**config.mk**
```make
export PLATFORM = sky130hd
export DESIGN_NAME = mem_req_arbiter
export DESIGN_NICKNAME = d
export VERILOG_FILES = /design/src/rtl/mem_req_arbiter.sv
export SDC_FILE = /design/constraint.sdc
export NUM_CORES = 1
export LEC_CHECK = 0
export ABC_AREA = 1
export CAP_MARGIN = 20
export CELL_PAD_IN_SITES_DETAIL_PLACEMENT = 1
export CELL_PAD_IN_SITES_GLOBAL_PLACEMENT = 1
export CORE_MARGIN = 2
export CORE_UTILIZATION = 34
export CTS_CLUSTER_DIAMETER = 200
export CTS_CLUSTER_SIZE = 10
export DETAILED_ROUTE_END_ITERATION = 12
export GPL_TIMING_DRIVEN = 0
export PLACE_DENSITY = 0.9
export SLEW_MARGIN = 20
export SYNTH_ARGS = -nofsm -noshare
export SYNTH_HDL_FRONTEND = slang
export SYNTH_SLANG_ARGS = --single-unit
```
**constraint.sdc**
```tcl
create_clock -name clk -period 8.4 [get_ports clk]
set_input_delay 1.68 -clock clk [delete_from_list [all_inputs] [get_ports clk]]
set_output_delay 1.68 -clock clk [all_outputs]
set_load 0.05 [all_outputs]
```
**src/rtl/mem_req_arbiter.sv**
```systemverilog
// mem_req_arbiter: round-robin arbiter feeding a small output FIFO that
// drives a single memory request channel.
//
// Ports:
//   clk          : clock, all state on rising edge
//   reset        : async active-low reset
//   io_req_valid : [N_REQ] per-requestor request valid
//   io_req_ready : [N_REQ] one-hot accept for the granted requestor
//   io_req_bits  : [N_REQ*DATA_W] payloads, requestor i at [i*DATA_W +: DATA_W]
//   io_mem_valid : head FIFO entry valid
//   io_mem_ready : memory accepts head entry
//   io_mem_bits  : [DATA_W] head entry payload
//   io_mem_id    : [ID_W] head entry requestor index
//   io_count     : [log2(DEPTH)+1] FIFO occupancy
module mem_req_arbiter #(
    parameter int N_REQ  = 4,
    parameter int DATA_W = 32,
    parameter int DEPTH  = 2,
    parameter int ID_W   = $clog2(N_REQ)
) (
    input  logic                      clk,
    input  logic                      reset,
    input  logic [N_REQ-1:0]          io_req_valid,
    output logic [N_REQ-1:0]          io_req_ready,
    input  logic [N_REQ*DATA_W-1:0]   io_req_bits,
    output logic                      io_mem_valid,
    input  logic                      io_mem_ready,
    output logic [DATA_W-1:0]         io_mem_bits,
    output logic [ID_W-1:0]           io_mem_id,
    output logic [$clog2(DEPTH):0]    io_count
);

    localparam int AW = $clog2(DEPTH);
    localparam int CW = AW + 1;
    localparam int EW = DATA_W + ID_W;

    logic [ID_W-1:0] ptr_q, ptr_d;
    logic [AW-1:0]   wr_ptr_q, wr_ptr_d;
    logic [AW-1:0]   rd_ptr_q, rd_ptr_d;
    logic [CW-1:0]   count_q, count_d;
    logic [EW-1:0]   fifo_q [DEPTH];

    logic            gnt_vld;
    logic [ID_W-1:0] gnt_idx;
    logic [ID_W-1:0] scan_idx;
    logic            not_full;
    logic            enq;
    logic            deq;
    logic [EW-1:0]   head;
    logic [DATA_W-1:0] gnt_bits;

    // Scan from the highest offset down so the lowest offset from ptr
    // (the highest-priority valid requestor) is the last one written.
    always_comb begin
        gnt_vld  = 1'b0;
        gnt_idx  = '0;
        scan_idx = '0;
        for (int k = N_REQ - 1; k >= 0; k--) begin
            scan_idx = ptr_q + ID_W'(k);
            if (io_req_valid[scan_idx]) begin
                gnt_vld = 1'b1;
                gnt_idx = scan_idx;
            end
        end
    end

    // Ready is a function of registered occupancy only, so memory
    // backpressure never reaches the requestor side combinationally.
    // A full FIFO refuses even when a dequeue happens in the same cycle.
    assign not_full = (count_q < CW'(DEPTH));
    assign enq      = gnt_vld && not_full && reset;
    assign deq      = (count_q != '0) && io_mem_ready;
    assign gnt_bits = io_req_bits[int'(gnt_idx)*DATA_W +: DATA_W];

    always_comb begin
        io_req_ready = '0;
        if (enq) begin
            io_req_ready[gnt_idx] = 1'b1;
        end
    end

    always_comb begin
        ptr_d    = ptr_q;
        wr_ptr_d = wr_ptr_q;
        rd_ptr_d = rd_ptr_q;
        count_d  = count_q;
        if (enq) begin
            wr_ptr_d = wr_ptr_q + AW'(1);
            ptr_d    = gnt_idx + ID_W'(1);
        end
        if (deq) begin
            rd_ptr_d = rd_ptr_q + AW'(1);
        end
        unique case ({enq, deq})
            2'b10:   count_d = count_q + CW'(1);
            2'b01:   count_d = count_q - CW'(1);
            default: count_d = count_q;
        endcase
    end

    always_ff @(posedge clk or negedge reset) begin
        if (!reset) begin
            ptr_q    <= '0;
            wr_ptr_q <= '0;
            rd_ptr_q <= '0;
            count_q  <= '0;
        end else begin
            ptr_q    <= ptr_d;
            wr_ptr_q <= wr_ptr_d;
            rd_ptr_q <= rd_ptr_d;
            count_q  <= count_d;
        end
    end

    // Storage is not reset; emptiness is tracked by count_q alone.
    always_ff @(posedge clk) begin
        if (enq) begin
            fifo_q[wr_ptr_q] <= {gnt_bits, gnt_idx};
        end
    end

    // Head is masked while empty so stale storage never shows on the port.
    assign head         = fifo_q[rd_ptr_q];
    assign io_mem_valid = (count_q != '0);
    assign io_mem_bits  = io_mem_valid ? head[ID_W +: DATA_W] : '0;
    assign io_mem_id    = io_mem_valid ? head[ID_W-1:0] : '0;
    assign io_count     = count_q;

endmodule

```
==> flow_summary_export.csv <==
group,metric,value,unit
timing,drv_slew,0,
place,gp_congestion,0.880,
route,wire_per_inst,17.1,microns
floorplan,dieArea,0.0151,sq mm
final_layout,area_delta_synth_final,49.4,%
worst_setup_path,critPathKind,"input port to output port",
logic_synthesis,synth-seq-cells,74,
timing,finClkSkew,7.07,ps
logic_synthesis,synth_commonest_cells,"176 x nand2_1, 145 x inv_1, 134 x nand3_1",
final_layout,multi_input_area,0.00180,sq mm
worst_setup_path,cp.required,6720,ps
global_route,grt_pass1_vias,5224,
place,port_buffers,175,
final_layout,nFillCells,1697,
global_route,gr-total-overflow,0,
timing,worst_pin_slew,679,ps
logic_synthesis,syn-cell-area,0.00480,sq mm
route,finalWirelength,17.4,mm
worst_setup_path,worstPathMaxFanout,13,
timing,fmax,162,MHz
clock_network,post_cts_resized,0,
logic_synthesis,ys.flop_type,"edfxtp_1",
floorplan,initial_core_util,34.7,%
logic_synthesis,ys.warnings.count,0,
logic_synthesis,synth_cell_type_count,23,
route,wl_met3,943,microns
logic_synthesis,synthTopCellsByArea,"edfxtp_1 43%, nand3_1 14%, nand2_1 14%, inv_1 11%, a21oi_1 3.8%",
pwr,vdd_drop_max,0.000221,V
route,drt_iter0_drc,358,
route,drc_errors,0,
logic_synthesis,yosysTopAreaCell,"edfxtp_1",
worst_setup_path,cp.arrival,4490,ps
route,dr.pass1.iters,5,
place,place_area,0.00685,sq mm
route,met2WireLength,8.80,mm
logic_synthesis,synthCells,648,
route,wl_met1,7.07,mm
timing,rsz0062_at_grt,"no",
timing,setup_violations,0,
pwr,power.density,498,mW/mm^2
pwr,p_leak,0.00337,uW
clock_network,clock-sinks,74,
floorplan,die_height,123,microns
worst_setup_path,cp-end-kind,"output port",
logic_synthesis,synth_edf_count,68,
logic_synthesis,synth-seq-area-share,45.7,%
final_layout,layout-drive-gt1-share,7.37,%
global_route,track_usage,24.3,%
clock_network,worst_skew_pair.late_latency,340,ps
timing,fin_setup_tns,0,ps
floorplan,die_x,123,microns
floorplan,coreArea,0.0138,sq mm
global_route,grt_pass1_wl,27.5,mm
logic_synthesis,synth-async-reset-ratio,8.11,%
clock_network,clkTransAtPathRegs,50,ps
place,dpl_worst_slack,2200,ps
route,vias,4954,
route,ant_nets,0,
global_route,grt_max_degree,20,
floorplan,pin_count,176,
logic_synthesis,synth.most_common_cell,"nand2_1",
logic_synthesis,postSynthAreaPerCell,7.41,sq um
logic_synthesis,yosysTopAreaCellShare,42.5,%
logic_synthesis,syn_nets,788,
pwr,power,3570,uW
final_layout,final_core_util,51.9,%
clock_network,cts_buffer_depth,2,
clock_network,cts_buffers,9,
clock_network,cts_root_buffer,"clkbuf_16",
route,routed_via_density,4.85,
final_layout,nets,976,
global_route,grt_antenna_before_repair,1,
timing,maxSlewHeadroom,54.6,%
outcome,outcome,"finished clean",
clock_network,cts_setup_buffers,0,
timing,post-route-min-period,6170,ps
job,max_cap_violations,0,
floorplan,num_rows,43,
worst_hold_path,min_path_type,"flop to flop",
clock_network,cts_tree,"yes",
timing,final.setup.worst_slack,2230,ps
timing,finalCritPeriodShare,73.5,%
route,top_layer,"met4",
final_layout,seqCellArea,0.00219,sq mm
clock_network,ctsHtreeMaxLevel,3,
timing,hold_violations,0,
clock_network,postCtsHoldBufs,0,
place,dp_hpwl,13.5,mm
final_layout,final_cell_area,0.00717,sq mm
worst_setup_path,crit_path_start_kind,"input port",
## final timing paths
| path | from | endpoint | slack, ps | cells after the start |
|---|---|---|---|---|
| worst max-delay path | io_req_valid[2] | io_req_ready[3] | 2230 | 15 |
| worst min-delay path | io_count[0] | io_count[0] | 600 | 1 |
| worst max register to register | ptr_q[0] | io_count[1] | 5760 | 11 |
| worst min register to register | io_count[0] | io_count[0] | 600 | 1 |
| max in group asynchronous | reset | ptr_q[1] | 6540 | 1 |
| min in group asynchronous | reset | wr_ptr_q | 1610 | 1 |
## cell type report
class | instances | share of cell area (%)
flip-flops and latches | 74 | 30.6
repair buffers | 177 | 25.2
multi-input cells | 388 | 25.1
inverters | 147 | 7.69
plain buffers | 39 | 3.73
clock buffers | 11 | 3.39
well taps | 180 | 3.14
clock inverters | 5 | 1.10
diodes | 1 | 0.0349
## layer usage
| metal | up-vias | track usage (%) |
|---|---|---|
| met4 | 0 | 10.9 |
| met3 | 40 | 3.76 |
| met2 | 171 | 42.2 |
| li1 | 2396 | - |
| met1 | 2347 | 29.8 |
| met5 | - | 0 |
## through the flow
stage          hold WS [ps]  std cells
2_1_floorplan           532        648
3_3_place_gp            529       1003
3_5_place_dp            595       1005
4_1_cts                 605       1021
5_1_grt                 618       1022
6_report                605       1022
## power breakdown
part           leakage, uW  switching, uW  internal [uW]  total, uW
combinational      0.00252           1660            758       2420
clock             0.000159            149            268        417
sequential        0.000694           48.6            685        734
total              0.00337           1860           1710       3570
## sequential cells by signal (all words and copies together) (netlist names)
signal / count
wr_ptr_q: 1
fifo_q: 68
rd_ptr_q: 1
ptr_q: 2
io_count: 2
## critical path, cell delays in order
cell and delay [ps]:
clkdlybuf4s50_1 490, inv_1 60, o21ai_0 230, nand2_1 130
nand2_1 80, inv_1 40, nand2_1 70, nand2_2 70
nand2_2 100, buf_6 160, buf_6 180, ha_1 160
inv_1 50, nor2_1 110, clkdlybuf4s50_1 860
## cells in the final DEF, fill, tap and decap left out, types with 2 or more instances in the layout
| cell type | n |
|---|---|
| nand2_1 | 176 |
| o21ai_0 | 3 |
| buf_6 | 10 |
| inv_1 | 145 |
| edfxtp_1 | 68 |
| nand3_1 | 134 |
| buf_1 | 2 |
| buf_16 | 2 |
| ha_1 | 5 |
| nor2_4 | 2 |
| clkbuf_16 | 9 |
| buf_2 | 10 |
| dfrtp_1 | 6 |
| bufinv_16 | 2 |
| xnor2_1 | 2 |
| o21ai_1 | 2 |
| clkbuf_1 | 11 |
| nand2_2 | 13 |
| clkinv_2 | 2 |
| buf_4 | 6 |
| nor2_1 | 10 |
| clkdlybuf4s50_1 | 175 |
| a21oi_1 | 36 |
| xor2_1 | 3 |
## logic make-up (layout without fill, tap and decap cells)
family,count (synthesis),count (layout),share of synthesized area (%)
AOI/OAI and AO/OA,42,42,4.46
xor gates and xnor gates,5,5,0.913
adders and majority gates,5,5,1.30
buffers and inverters,186,379,17.1
DFF,74,74,45.7
other,0,1,0
and+or+nand+nor,336,336,30.6
(Power assumes the default switching activity.)
